===== config.mk =====
export PLATFORM = sky130hd
export DESIGN_NAME = display_mux_n_flat
export DESIGN_NICKNAME = d
export VERILOG_FILES = /design/src/rtl/display_pkg.sv /design/src/rtl/display_mux_n_if.sv /design/src/rtl/seg7_encode.sv /design/src/rtl/display_mux_n.sv /design/src/flat_wrapper.sv
export SDC_FILE = /design/constraint.sdc
export NUM_CORES = 1
export LEC_CHECK = 0
export ABC_AREA = 1
export BUFFER_PORTS_ARGS = -buffer_cell sky130_fd_sc_hd__clkbuf_2
export CAP_MARGIN = 20
export CORE_UTILIZATION = 45
export DETAILED_ROUTE_END_ITERATION = 6
export PLACE_DENSITY = 0.75
export SKIP_LAST_GASP = 1
export SLEW_MARGIN = 20
export SYNTH_ARGS = -nofsm -noshare
export SYNTH_HDL_FRONTEND = slang
export SYNTH_SLANG_ARGS = --single-unit

===== constraint.sdc =====
create_clock -name clk -period 2.1 [get_ports clk]
set_input_delay 0.42 -clock clk [delete_from_list [all_inputs] [get_ports clk]]
set_output_delay 0.42 -clock clk [all_outputs]
set_load 0.01 [all_outputs]

===== src/rtl/display_pkg.sv =====
// display_pkg: seven-segment glyph constants and anode helper shared by display blocks.
package display_pkg;
  localparam logic [6:0] SEG_BLANK = 7'h7F;
  localparam logic [6:0] SEG_0 = 7'h40;
  localparam logic [6:0] SEG_1 = 7'h79;
  localparam logic [6:0] SEG_2 = 7'h24;
  localparam logic [6:0] SEG_3 = 7'h30;
  localparam logic [6:0] SEG_4 = 7'h19;
  localparam logic [6:0] SEG_5 = 7'h12;
  localparam logic [6:0] SEG_6 = 7'h02;
  localparam logic [6:0] SEG_7 = 7'h78;
  localparam logic [6:0] SEG_8 = 7'h00;
  localparam logic [6:0] SEG_9 = 7'h10;
  localparam logic [6:0] SEG_A = 7'h08;
  localparam logic [6:0] SEG_B = 7'h03;
  localparam logic [6:0] SEG_C = 7'h46;
  localparam logic [6:0] SEG_D = 7'h21;
  localparam logic [6:0] SEG_E = 7'h06;
  localparam logic [6:0] SEG_F = 7'h0E;
  localparam logic [6:0] SEG_TAB [16] = '{SEG_0, SEG_1, SEG_2, SEG_3, SEG_4, SEG_5, SEG_6, SEG_7,
                                          SEG_8, SEG_9, SEG_A, SEG_B, SEG_C, SEG_D, SEG_E, SEG_F};
  function automatic logic [7:0] an_low(input logic [2:0] idx);
    return ~(8'b1 << idx);
  endfunction
endpackage


===== src/rtl/display_mux_n_if.sv =====
// display_mux_n_if: digit/mask inputs and segment/anode outputs of the display scanner.
interface display_mux_n_if #(
  parameter int NUM_DIGITS = 4,
  parameter int BRIGHT_W = 4
);
  logic tick_fast;
  logic blink_state;
  logic lz_blank_en;
  logic [NUM_DIGITS-1:0] blink_mask;
  logic [NUM_DIGITS-1:0] dp_mask;
  logic [BRIGHT_W-1:0] brightness;
  logic [4*NUM_DIGITS-1:0] digits;
  logic [6:0] seg;
  logic [NUM_DIGITS-1:0] an;
  logic dp;
  modport master (
    output tick_fast, blink_state, lz_blank_en, blink_mask, dp_mask, brightness, digits,
    input seg, an, dp
  );
  modport slave (
    input tick_fast, blink_state, lz_blank_en, blink_mask, dp_mask, brightness, digits,
    output seg, an, dp
  );
endinterface


===== src/rtl/seg7_encode.sv =====
// seg7_encode: 4-bit code to active-low g..a segments; codes 10..15 blank unless HEX_EN.
module seg7_encode
  import display_pkg::*;
#(
  parameter bit HEX_EN = 0
) (
  input  logic [3:0] code_i,
  output logic [6:0] seg_o
);
  assign seg_o = (!HEX_EN && code_i > 4'd9) ? SEG_BLANK : SEG_TAB[code_i];
endmodule


===== src/rtl/display_mux_n.sv =====
// display_mux_n: time-multiplexes NUM_DIGITS digits onto one active-low segment bus
// with dead-time blanking, PWM dimming, blink, decimal point and leading-zero suppression.
module display_mux_n
  import display_pkg::*;
#(
  parameter int NUM_DIGITS = 4,
  parameter int DEAD_CYCLES = 16,
  parameter int BRIGHT_W = 4,
  parameter bit HEX_EN = 0
) (
  input logic clk,
  input logic rst_n,
  display_mux_n_if.slave bus
);
  localparam int IW = $clog2(NUM_DIGITS);
  localparam int DW = $clog2(DEAD_CYCLES + 2);
  if (NUM_DIGITS < 2 || NUM_DIGITS > 8) begin : g_bad_digits
    $error("display_mux_n: NUM_DIGITS must be in 2..8");
  end
  logic [IW-1:0] idx_q, idx_d;
  logic [DW-1:0] dead_q, dead_d;
  logic [BRIGHT_W-1:0] pwm_q;
  logic [3:0] dig_q, dig_d;
  logic lz_q, lz_d, blink_q, blink_d, dpm_q, dpm_d, init_q;
  logic [NUM_DIGITS-1:0] lz_vec, an_d, an_q;
  logic [6:0] glyph, seg_d, seg_q;
  logic dp_d, dp_q, load, lit, bb;
  // digit i is a leading zero when it and every more significant digit are zero
  for (genvar i = 0; i < NUM_DIGITS; i++) begin : g_lz
    assign lz_vec[i] = bus.lz_blank_en && (i != 0) && ((bus.digits >> (4 * i)) == '0);
  end
  seg7_encode #(.HEX_EN(HEX_EN)) u_enc (.code_i(dig_q), .seg_o(glyph));
  always_comb begin
    idx_d = bus.tick_fast ? ((idx_q == IW'(NUM_DIGITS - 1)) ? '0 : idx_q + IW'(1)) : idx_q;
    dead_d = bus.tick_fast ? DW'(DEAD_CYCLES) : ((dead_q != '0) ? dead_q - DW'(1) : dead_q);
    load = bus.tick_fast || !init_q;
    dig_d = load ? bus.digits[{idx_d, 2'b00} +: 4] : dig_q;
    lz_d = load ? lz_vec[idx_d] : lz_q;
    blink_d = load ? bus.blink_mask[idx_d] : blink_q;
    dpm_d = load ? bus.dp_mask[idx_d] : dpm_q;
    lit = (dead_q == '0) && ((&bus.brightness) || (pwm_q < bus.brightness));
    bb = blink_q && !bus.blink_state;
    an_d = lit ? NUM_DIGITS'(an_low(3'(idx_q))) : '1;
    seg_d = (!lit || lz_q || bb) ? SEG_BLANK : glyph;
    dp_d = !(lit && dpm_q && !bb);
  end
  always_ff @(posedge clk or negedge rst_n) begin
    if (!rst_n) begin
      idx_q <= '0;
      dead_q <= DW'(DEAD_CYCLES);
      pwm_q <= '0;
      dig_q <= '0;
      lz_q <= 1'b0;
      blink_q <= 1'b0;
      dpm_q <= 1'b0;
      init_q <= 1'b0;
      seg_q <= SEG_BLANK;
      an_q <= '1;
      dp_q <= 1'b1;
    end else begin
      idx_q <= idx_d;
      dead_q <= dead_d;
      pwm_q <= pwm_q + BRIGHT_W'(1);
      dig_q <= dig_d;
      lz_q <= lz_d;
      blink_q <= blink_d;
      dpm_q <= dpm_d;
      init_q <= 1'b1;
      seg_q <= seg_d;
      an_q <= an_d;
      dp_q <= dp_d;
    end
  end
  assign bus.seg = seg_q;
  assign bus.an = an_q;
  assign bus.dp = dp_q;
endmodule


===== src/flat_wrapper.sv =====
// flat-port wrapper written by rule: the top's interface ports become plain ports
module display_mux_n_flat import display_pkg::*;
#(
  parameter int NUM_DIGITS = 4,
  parameter int DEAD_CYCLES = 16,
  parameter int BRIGHT_W = 4,
  parameter bit HEX_EN = 0
)
  (clk, rst_n, bus_tick_fast, bus_blink_state, bus_lz_blank_en, bus_blink_mask, bus_dp_mask, bus_brightness, bus_digits, bus_seg, bus_an, bus_dp);
  display_mux_n_if #(.NUM_DIGITS(NUM_DIGITS), .BRIGHT_W(BRIGHT_W)) bus_i ();
  input logic clk;
  input logic rst_n;
  input wire logic [$bits(bus_i.tick_fast)-1:0] bus_tick_fast;
  input wire logic [$bits(bus_i.blink_state)-1:0] bus_blink_state;
  input wire logic [$bits(bus_i.lz_blank_en)-1:0] bus_lz_blank_en;
  input wire logic [$bits(bus_i.blink_mask)-1:0] bus_blink_mask;
  input wire logic [$bits(bus_i.dp_mask)-1:0] bus_dp_mask;
  input wire logic [$bits(bus_i.brightness)-1:0] bus_brightness;
  input wire logic [$bits(bus_i.digits)-1:0] bus_digits;
  output wire logic [$bits(bus_i.seg)-1:0] bus_seg;
  output wire logic [$bits(bus_i.an)-1:0] bus_an;
  output wire logic [$bits(bus_i.dp)-1:0] bus_dp;
  assign bus_i.tick_fast = bus_tick_fast;
  assign bus_i.blink_state = bus_blink_state;
  assign bus_i.lz_blank_en = bus_lz_blank_en;
  assign bus_i.blink_mask = bus_blink_mask;
  assign bus_i.dp_mask = bus_dp_mask;
  assign bus_i.brightness = bus_brightness;
  assign bus_i.digits = bus_digits;
  assign bus_seg = bus_i.seg;
  assign bus_an = bus_i.an;
  assign bus_dp = bus_i.dp;
  display_mux_n #(.NUM_DIGITS(NUM_DIGITS), .DEAD_CYCLES(DEAD_CYCLES), .BRIGHT_W(BRIGHT_W), .HEX_EN(HEX_EN)) u_core (.clk(clk), .rst_n(rst_n), .bus(bus_i));
endmodule

After elaboration in Yosys (flattened, before gate mapping)
Memories as Yosys holds them, arrays and structs flattened.
Index checks and enable logic that the tools add are counted.
W data, S select, Z words.

word-level totals
  memories = 1
  output and inout port bits = 12
  bits in read-only memories = 112
  logic and storage cells = 62
  register bits = 31

memories
  name             words  bits a word  rd ports  clocked after memory_dff  write ports  RTL line           text
  (no name shown)  16     7            1         0                         0            seg7_encode.sv:10  assign seg_o = (!HEX_EN && code_i > 4'd9) ? SEG_BLANK : SEG_TAB[code_i];

operators by class
  reductions and logical operators = 23
  equal/unequal tests = 1
  $lt $le $gt $ge = 4
  add/subtract/negate cells = 3
  mux-type cells = 15
  bitwise logic cells = 2
  shifts and indexed selects = 2

operators by type and width
  cell                   count
  $logic_not A16 Y1      3
  $mux W7                4
  $shiftx A16 B5 Y4      1
  $mux W5                2
  $logic_and A1 B1 Y1    7
  $bmux W1 S2            3
  $ge A5 B5 Y1 const B   1
  $logic_not A1 Y1       5
  $logic_not A5 Y1       1
  $not A4 Y5             1
  $reduce_bool A5 Y1     1
  $sub A5 B1 Y5 const B  1
  $add A4 B1 Y4 const B  1
  $gt A4 B4 Y1 const B   1
  $logic_or A1 B1 Y1     4
  $lt A4 B4 Y1           1
  $mux W2                2
  $mux W4                1
  $not A4 Y4             1
  $reduce_and A4 Y1      1
  $shl A1 B2 Y4 const A  1
  $lt A2 B3 Y1 const B   1
  $mux W1                3
  $add A2 B1 Y2 const B  1
  other kinds (2)        2

Depth between registers and ports, before layout
Gate-level depths: netlist of the first run.

  depth in word-level cells = 7
  gate-level depth with buffers = 10
  gate-level depth less buffers = 10

By module
Synthesis of the first run repeated with hierarchy kept, for this count alone.

unflattened totals
  cell total of the unflattened synthesis = 271
  area, all modules = 2052.0 um^2

by module, submodules not included
  module         instances  seq. area each (um^2)  cells each  area an instance (um^2)
  display_mux_n  1          792.0                  222         1773.0
  seg7_encode    1          0.0                    49          279.0

Worst setup path after synthesis of the first run
Ideal clock, no wire load.

  kind = reg2reg
  start point = reg u_core.idx_q[0]
  end point = reg u_core.blink_q
  data required time = 1.983 ns
  data arrival time = 1.269 ns
  setup time = 0.117 ns
  path slack = 0.714 ns
  cell stages (with the launch flop) = 11
  path through = dfrtp_1 > inv_1 > ha_1 > inv_1 > nand2_1 > o21ai_4 > inv_4 > nand3_1 > nand2_1 > nand2_1 > nand2_1

between the ends
  longest elaborated chain between the ends = 5
  elaborated cells between the ends (all ways) = 6
  those cells by class = 1 x add/sub; 1 x eq/ne; 4 x mux

RTL lines
  element                                               RTL line             text
  start: declaration                                    display_mux_n.sv:20  logic [IW-1:0] idx_q, idx_d;
  start signal: assignment                              display_mux_n.sv:61  idx_q <= idx_d;
  $add A2 B1 Y2 / $eq A2 B2 Y1 (equally long branches)  display_mux_n.sv:34  idx_d = bus.tick_fast ? ((idx_q == IW'(NUM_DIGITS - 1)) ? '0 : idx_q + IW'(1)) : idx_q;
  $mux W2 (*) (2 in series)                             display_mux_n.sv:34
  via u_core.idx_d[1]                                   display_mux_n.sv:20
  $bmux W1 S2 (*)                                       display_mux_n.sv:39  blink_d = load ? bus.blink_mask[idx_d] : blink_q;
  $mux W1 (not written as such) (*)                     display_mux_n.sv:39
  end signal: assignment                                display_mux_n.sv:66  blink_q <= blink_d;
  end: declaration                                      display_mux_n.sv:24  logic lz_q, lz_d, blink_q, blink_d, dpm_q, dpm_d, init_q;

The timed path passes the listed nets; every way through them passes the cells marked *. The select of a mux whose other input is x is not followed.
A chain may end at the register's enable or synchronous reset.

Worst setup path in the final report of the first run
  start point = reg u_core.idx_q[0]
  end point = reg u_core.dig_q[1]

between the ends
  longest elaborated chain between the ends = 4
  elaborated cells between the ends (all ways) = 5
  those cells by class = 1 x add/sub; 1 x eq/ne; 1 x shift; 2 x mux

RTL lines
  element                                               RTL line             text
  $add A2 B1 Y2 / $eq A2 B2 Y1 (equally long branches)  display_mux_n.sv:34
  $mux W2 (*) (2 in series)                             display_mux_n.sv:34
  via u_core.idx_d[1]                                   display_mux_n.sv:20
  $shiftx A16 B5 Y4 (*)                                 display_mux_n.sv:37  dig_d = load ? bus.digits[{idx_d, 2'b00} +: 4] : dig_q;
  end signal: assignment                                display_mux_n.sv:64  dig_q <= dig_d;
  end: declaration                                      display_mux_n.sv:23  logic [3:0] dig_q, dig_d;

The timed path passes the listed nets; every way through them passes the cells marked *.

==> impl_metrics.csv, run 1 <==
group,metric,value,unit
worst_setup_path,setup.worst_path.start_class,"flop",
detailed_routing,final_antenna_net_count,0,
finish,antenna_diode_count,0,
timing,setup_violations,0,
detailed_routing,vias,1734,
timing,period_needed,1.62,ns
worst_setup_path,critical-path-slowest-cell,"sky130_fd_sc_hd__dfrtp_1",
finish,final_net_count,362,
die,floorplan.die.width,68.7,um
synthesis,synth_top_family_by_area,"simple AND/OR/NAND/NOR gates",
global_route,grt_antenna_before_repair,0,
clock_tree,post_cts_hold_buffer_count,0,
worst_setup_path,critical-path-max-stage-delay,0.46,ns
detailed_routing,drc,0,
clock_tree,tritoncts_num_sinks,31,
job,max-cap-violations,0,
synthesis,synth-compound-area-share,4.43,%
finish,multi_input_area,947,um2
worst_setup_path,worst-setup-path-type,"flop to flop",
die,effective_utilization_at_floorplan,48.4,%
clock_tree,ctsLongestPathBuffers,2,
detailed_routing,detail_route.wl_per_cell,10.3,um
global_route,grt_start_max_net_pins,32,
worst_setup_path,worst_setup_path_end_kind,"flop",
synthesis,yosys_warnings,0,
place,placement.io_buffers,44,
worst_setup_path,crit_family,"flip-flops",
clock_tree,post_cts.resized_instances,0,
global_route,first_global_vias,1519,
synthesis,ys_dominant_reg_cell,"sky130_fd_sc_hd__dfrtp_1",
timing,final.setup.tns,0,ns
place,preCtsSetupSlack,0.421,ns
pwr,sequentialPowerShare,35.9,%
finish,area_delta_synth_final,15.9,%
worst_setup_path,ff2ff_path_depth,10,
worst_setup_path,worst_path_most_repeated_cell,"sky130_fd_sc_hd__nand2_1",
finish,fillers,399,
synthesis,instance_count_of_the_mapped_netlist,268,
worst_setup_path,cp_data_arrival_time,1.80,ns
synthesis,average_size_of_a_mapped_cell,7.48,um2
place,place_hpwl,2960,um
global_route,grt_remaining_overflow,0,
die,boundaryPins,45,
die,fp.dieArea,4730,um2
clock_tree,cts.reportedPaths.clkPinSlew,0.06,ns
clock_tree,clock-root-buffer,"sky130_fd_sc_hd__clkbuf_8",
finish,register_area,792,um2
timing,timing.final.crit_share,77.4,%
pwr,power.clock.fraction,16.7,%
synthesis,synth_edf_count,0,
worst_setup_path,crit-reg2reg-capture,"u_core.dig_q[1]$_DFFE_PN0P_",
detailed_routing,routed_via_density,4.76,
die,num_rows,23,
detailed_routing,drt_wl_total,3760,um
global_route,globalRouteTotalUtil,18.5,%
pwr,combPwrFrac,47.4,%
pwr,max-vdd-ir-drop,0.340,mV
timing,finalWorstSetupSlack,0.476,ns
clock_tree,tritoncts,"done",
global_route,grt_pass1_wl,6430,um
worst_setup_path,critical_path.cell_chain,"inv_1, ha_1, inv_1, nand2_1, o21ai_4, inv_4, nand3_1, nand2_1, nand2_1, nand2_1",
synthesis,ys_types,27,
synthesis,synth_area_in_simple_gates,31.3,%
finish,fin_util,56.1,%
pwr,power_per_cell_area,1120,nW/um2
detailed_routing,number_of_detailed_routing_iterations_run_before_antenna_repair,4,
pwr,total_power,2600,uW
pwr,switching_share,43.6,%
synthesis,synthXorXnorAreaFrac,1.31,%
worst_setup_path,r2r_setup_slack,0.48,ns
clock_tree,worst_skew_pair.late_latency,0.28,ns
synthesis,async_flop_share,100,%
pwr,switching_power,1130,uW
finish,final_layout_size_suffix_gt1_share,22.9,%
run_status,run_status,"completed",
synthesis,yosysSeqAreaShare,39.5,%
worst_setup_path,critical_path_buf_inv_count,3,
timing,grt_setup_unrepaired,"false",
hold_path,hold_class,"primary input to async pin",
synthesis,synth_area,2000,um2
place,place_congestion,0.858,
timing,max_slew_margin,52.5,%
timing,holdWs,0.184,ns
clock_tree,ctsHtreeMaxLevel,2,
die,die_height,68.7,um
worst_setup_path,critical_path.max_fanout,9,
detailed_routing,drt_iter0_markers,81,
worst_setup_path,rr_startpoint,"u_core.idx_q[0]$_DFF_PN0_",
synthesis,synth-seq-cells,31,
timing,fin_skew,0.00406,ns
synthesis,synth_adder_area_share,9.99,%
timing,maxSlewViolCount,0,
die,coreArea,4140,um2
timing,timing.fmax,0.616,GHz
synthesis,muxShareOfSynthArea,0,%
pwr,internal_power,1460,uW
synthesis,synth.net_count,317,
timing,tightest_slew,0.712,ns
pwr,power_leakage,0.00135,uW
clock_tree,cts_post_setup_buffers_inserted,0,
timing,final_hold_viol_count,0,
worst_setup_path,worst-endpoint-required,2.27,ns
clock_tree,tritoncts.num_buffers,5,
-- power groups by stage --
stage	Sequential [uW]	Clock (uW)	Combinational (uW)
6_report	931	435	1230
5_1_grt	960	482	1450
4_1_cts	930	450	1230
3_5_place_dp	937	0	1220
3_3_place_gp	932	0	1210
2_1_floorplan	888	0	1030
-- per-stage QoR --
stage | cells | instance area [um2]
floorplan | 268 | 2000
global placement | 356 | 2240
detailed placement | 356 | 2240
CTS | 364 | 2320
global route | 364 | 2320
finish | 364 | 2320
-- synthesized netlist by cell type (3+ instances only) --
| cell | number | area [um2] |
|---|---|---|
| sky130_fd_sc_hd__dfrtp_1 | 18 | 450 |
| sky130_fd_sc_hd__nor2_1 | 6 | 22.5 |
| sky130_fd_sc_hd__ha_1 | 16 | 200 |
| sky130_fd_sc_hd__buf_2 | 3 | 15.0 |
| sky130_fd_sc_hd__nand4_1 | 10 | 62.6 |
| sky130_fd_sc_hd__dfstp_2 | 13 | 342 |
| sky130_fd_sc_hd__nand2_1 | 70 | 263 |
| sky130_fd_sc_hd__o21ai_0 | 4 | 20.0 |
| sky130_fd_sc_hd__inv_1 | 53 | 199 |
| sky130_fd_sc_hd__nand3_1 | 47 | 235 |
| sky130_fd_sc_hd__a21oi_1 | 6 | 30.0 |
-- worst max-delay path by stage --
stage,endpoint,cells after the start,start
final,u_core.dig_q[1]$_DFFE_PN0P_,10,u_core.idx_q[0]$_DFF_PN0_
after global routing,u_core.dig_q[3]$_DFFE_PN0P_,9,u_core.idx_q[0]$_DFF_PN0_
after CTS,u_core.dig_q[1]$_DFFE_PN0P_,10,u_core.idx_q[0]$_DFF_PN0_
after detailed placement,u_core.lz_q$_DFFE_PN0P_,7,bus_tick_fast
after global placement,u_core.lz_q$_DFFE_PN0P_,7,bus_tick_fast
after floorplan,u_core.blink_q$_DFFE_PN0P_,10,u_core.idx_q[0]$_DFF_PN0_
-- per-layer routing --
layer  GRT usage [%]  wire length, um
met3            5.10              243
met2            28.7             1600
met4            7.65               64
met1            24.3             1850
met5               0                0
-- registers in the layout, summed over array words and instances (netlist names) --
| signal | count |
|---|---|
| u_core.blink_q | 1 |
| u_core.bus.an | 4 |
| u_core.bus.dp | 1 |
| u_core.bus.seg | 7 |
| u_core.dead_q | 5 |
| u_core.dig_q | 4 |
| u_core.dpm_q | 1 |
| u_core.idx_q | 2 |
| u_core.init_q | 1 |
| u_core.lz_q | 1 |
| u_core.pwm_q | 4 |
-- layout make-up --
cell class	instances	share of cell area, %
multi-input cells	174	40.8
flip-flops and latches	31	34.1
clock inverters	1	0.215
well taps	50	2.69
inverters	56	9.15
repair buffers	45	9.80
clock buffers	7	3.28
-- cell families after synthesis --
| logic type | after synthesis |
|---|---|
| AND/OR/NAND/NOR | 140 |
| buffers and inverters | 63 |
| flip-flops | 31 |
| adder cells (fa/ha/maj) | 16 |
| AO/OA/AOI/OAI | 14 |
| XOR/XNOR | 3 |
| other | 1 |
-- cells in the final DEF (no fill, tap or decap), drive strengths merged --
| master | n |
|---|---|
| nor3 | 2 |
| a211oi | 1 |
| nand2 | 72 |
| inv | 56 |
| xnor2 | 1 |
| clkbuf | 51 |
| o21ai | 5 |
| and2 | 1 |
| clkinv | 1 |
| nor2 | 7 |
| buf | 1 |
| nand4 | 10 |
| dfstp | 13 |
| ha | 16 |
| o21bai | 1 |
| nand3 | 48 |
| a21oi | 6 |
| conb | 1 |
| o31ai | 1 |
| xor2 | 2 |
| dfrtp | 18 |
Note: power is estimated with default switching activity, not from simulation.
==> inputs of run 2 (changes only) <==
- ABC_AREA: 1 -> 0
- PLACE_DENSITY: 0.75 -> 0.78
- clock period: 2.1 -> 1.3 ns (I/O delays scaled with it)
==> run 2 against run 1 <==
Compared with the run above: the flow now finishes with violations (setup timing); first-iteration DRC count decreased by 36%; cell count shrank 3.0%; non-clock buffer count increased by 51; power is 120% higher; sequential share of layout area is 7.1 points lower; routed wire length grew 33%; register-to-register slack lost 0.73 ns; critical path depth fell by 4; via count increased by 6.1%; clock power grew 130%; critical path type unchanged.
==> impl_metrics.csv, run 2 <==
group,metric,value,unit
clock_tree,clock-root-buffer,"sky130_fd_sc_hd__clkbuf_8",
timing,final_hold_viol_count,0,
die,coreArea,4060,um2
synthesis,yosysSeqAreaShare,41.2,%
finish,area_delta_synth_final,52.6,%
synthesis,synth_most_common_cell,"sky130_fd_sc_hd__nor2_1",
finish,fillers,279,
die,die_height,67.4,um
synthesis,ys_dominant_reg_cell,"sky130_fd_sc_hd__dfrtp_1",
synthesis,synth_edf_count,0,
clock_tree,cts.reportedPaths.clkPinSlew,0.07,ns
timing,period_needed,1.56,ns
pwr,power_leakage,0.00140,uW
worst_setup_path,crit_family,"flip-flops",
worst_setup_path,critical_path.max_fanout,7,
worst_setup_path,critical-path-max-stage-delay,0.41,ns
hold_path,min_path_cells,3,
place,preCtsSetupSlack,-0.277,ns
worst_setup_path,rr_startpoint,"u_core.idx_q[1]$_DFF_PN0_",
worst_setup_path,cp_data_arrival_time,1.73,ns
place,place_congestion,0.867,
detailed_routing,number_of_detailed_routing_iterations_run_before_antenna_repair,4,
pwr,power_per_cell_area,1960,nW/um2
timing,timing.final.crit_share,120,%
die,floorplan.die.width,67.4,um
detailed_routing,final_antenna_net_count,0,
timing,timing.fmax,0.641,GHz
clock_tree,ctsHtreeMaxLevel,2,
run_status,violations_in_the_final_reports,"setup timing",
timing,setup_violations,23,
synthesis,yosys_top_cell_area_share,23.4,%
die,effective_utilization_at_floorplan,47.4,%
synthesis,instance_count_of_the_mapped_netlist,208,
place,place.detailed.instances,335,
synthesis,async_flop_share,100,%
global_route,grt_start_max_net_pins,32,
detailed_routing,detail_route.wl_per_cell,14.1,um
synthesis,synth_area,1920,um2
worst_setup_path,critical-path-slowest-cell,"sky130_fd_sc_hd__dfrtp_1",
worst_setup_path,crit-reg2reg-capture,"u_core.dig_q[3]$_DFFE_PN0P_",
hold_path,whs_endpoint,"u_core.bus.dp$_DFF_PN1_",
global_route,grt_remaining_overflow,0,
worst_setup_path,setup.worst_path.start_class,"flop",
worst_setup_path,r2r_setup_slack,-0.26,ns
clock_tree,worst_skew_pair.late_latency,0.29,ns
clock_tree,tritoncts_num_sinks,31,
finish,fin_util,72.4,%
global_route,globalRouteTotalUtil,22.3,%
worst_setup_path,worst-setup-path-type,"flop to flop",
die,num_rows,23,
synthesis,synth-seq-cells,31,
synthesis,ys_top_cells_by_count,"sky130_fd_sc_hd__nor2_1 (39), sky130_fd_sc_hd__dfrtp_1 (18), sky130_fd_sc_hd__ha_1 (16), sky130_fd_sc_hd__mux2i_1 (14), sky130_fd_sc_hd__nand2_1 (14)",
finish,antenna_diode_count,0,
finish,top_library_cells_by_usage_in_the_layout_fill_and_taps_aside,"sky130_fd_sc_hd__buf_4 (46), sky130_fd_sc_hd__clkbuf_2 (44), sky130_fd_sc_hd__nor2_1 (37)",
global_route,grt_pass1_wl,7510,um
timing,finalWorstSetupSlack,-0.259,ns
place,place_hpwl,3440,um
pwr,max-vdd-ir-drop,0.797,mV
detailed_routing,drt_wl_total,4990,um
die,boundaryPins,45,
die,fp.dieArea,4540,um2
global_route,grt_antenna_before_repair,0,
detailed_routing,drc,0,
worst_setup_path,critical_path_buf_inv_count,1,
synthesis,cell_type_with_the_largest_total_area_after_synthesis,"sky130_fd_sc_hd__dfrtp_1",
detailed_routing,vias,1839,
finish,final_layout_size_suffix_gt1_share,54.1,%
synthesis,synth.net_count,257,
synthesis,average_size_of_a_mapped_cell,9.25,um2
timing,maxSlewViolCount,0,
hold_path,hold_class,"primary input to flop",
detailed_routing,drt_iter0_markers,52,
synthesis,yosys_warnings,0,
worst_setup_path,worst_setup_path_end_kind,"flop",
place,dpl_cell_area,2560,um2
finish,final_area,2940,um2
synthesis,synth_top_area_cells,"sky130_fd_sc_hd__dfrtp_1 (23%), sky130_fd_sc_hd__dfstp_2 (18%), sky130_fd_sc_hd__ha_1 (10%), sky130_fd_sc_hd__nor2_1 (7.6%), sky130_fd_sc_hd__mux2i_1 (7.3%)",
worst_setup_path,ff2ff_path_depth,6,
run_status,run_status,"finished with violations",
clock_tree,tritoncts,"done",
place,placement.io_buffers,44,
timing,grt_setup_unrepaired,"true",
finish,largest_register_ff_count,7,
job,max-cap-violations,0,
worst_setup_path,worst-endpoint-required,1.47,ns
hold_path,timing.hold.worst.start,"bus_blink_state",
timing,fin_skew,0.00675,ns
clock_tree,tritoncts.num_buffers,5,
worst_setup_path,critical_path.cell_chain,"ha_2, nand2b_4, mux2i_4, buf_12, mux2i_2, a211oi_1",
finish,layout.cells.most_common,"sky130_fd_sc_hd__buf_4",
finish,stdcell_count,353,
detailed_routing,routed_via_density,5.21,
synthesis,ys_types,39,
finish,final_net_count,351,
global_route,first_global_vias,1681,
clock_tree,ctsLongestPathBuffers,2,
run 2: area by class of cell:
type / count / area [um2] / area share (%)
Sequential cell: 31 / 792 / 27.0
Clock buffer: 6 / 82.6 / 2.81
Inverter: 13 / 48.8 / 1.66
Clock inverter: 2 / 35.0 / 1.19
Tap cell: 50 / 62.6 / 2.13
Timing Repair Buffer: 96 / 653 / 22.2
Multi-Input combinational cell: 155 / 1260 / 43.0
run 2: power breakdown:
part	leakage, uW	switching (uW)	total, uW	internal (uW)
combinational	0.000985	1560	3310	1750
sequential	0.000358	222	1450	1230
clock	0.0000612	382	1000	620
run 2: worst max path at each step:
stage | startpoint | to | slack [ns] | cells past startpoint
after floorplan | u_core.idx_q[1]$_DFF_PN0_ | u_core.blink_q$_DFFE_PN0P_ | -0.24 | 6
after global placement | u_core.idx_q[1]$_DFF_PN0_ | u_core.dig_q[3]$_DFFE_PN0P_ | -0.19 | 6
after detailed placement | u_core.idx_q[0]$_DFF_PN0_ | u_core.dpm_q$_DFFE_PN0P_ | -0.28 | 6
after CTS | u_core.idx_q[0]$_DFF_PN0_ | u_core.dig_q[0]$_DFFE_PN0P_ | -0.23 | 6
after global routing | u_core.dead_q[0]$_DFFE_PN0P_ | u_core.dead_q[0]$_DFFE_PN0P_ | -0.35 | 7
final | u_core.idx_q[1]$_DFF_PN0_ | u_core.dig_q[3]$_DFFE_PN0P_ | -0.26 | 6
run 2: per-stage QoR:
step                hold WS, ns  TNS (ns)  power [uW]
CTS                       0.268     -3.29        5290
detailed placement        0.302     -3.85        4050
global placement          0.287     -2.60        3940
global route              0.280     -6.82        6160
finish                    0.281     -4.72        5770
floorplan               -0.0356     -2.86        3000
run 2: tightest hold or removal path, delay by kind of cell:
kind | cells | cell delay, ns
simple gates | 2 | 0.22
buf+inv | 1 | 0.08
run 2: timing repair:
item                                   CTS  global route
setup endpoints to repair               23            24
gates resized for setup                 14            29
gates cloned                             0             0
pin swaps                                9            14
endpoints found under the hold margin   18             0
buffers inserted                         5             5
hold buffers                             1             0
run 2: kinds of logic (layout without fill, tap and decap cells):
family | after synthesis | after routing | share of synthesized area (%)
muxes | 16 | 16 | 9.62
other | 1 | 1 | 0.195
adders and majority gates | 16 | 16 | 10.4
buffers and inverters | 22 | 117 | 5.40
xor gates and xnor gates | 4 | 4 | 1.82
and+or+nand+nor | 90 | 90 | 22.3
DFF | 31 | 31 | 41.2
AOI/OAI and AO/OA | 28 | 28 | 9.10
run 2: per-layer routing:
metal	vias to the layer above	global-route usage [%]	wire, um
met5	-	0	0
met4	0	6.38	48
met3	6	5.07	312
met2	94	39.4	2560
met1	844	26.9	2070
li1	895	-	-
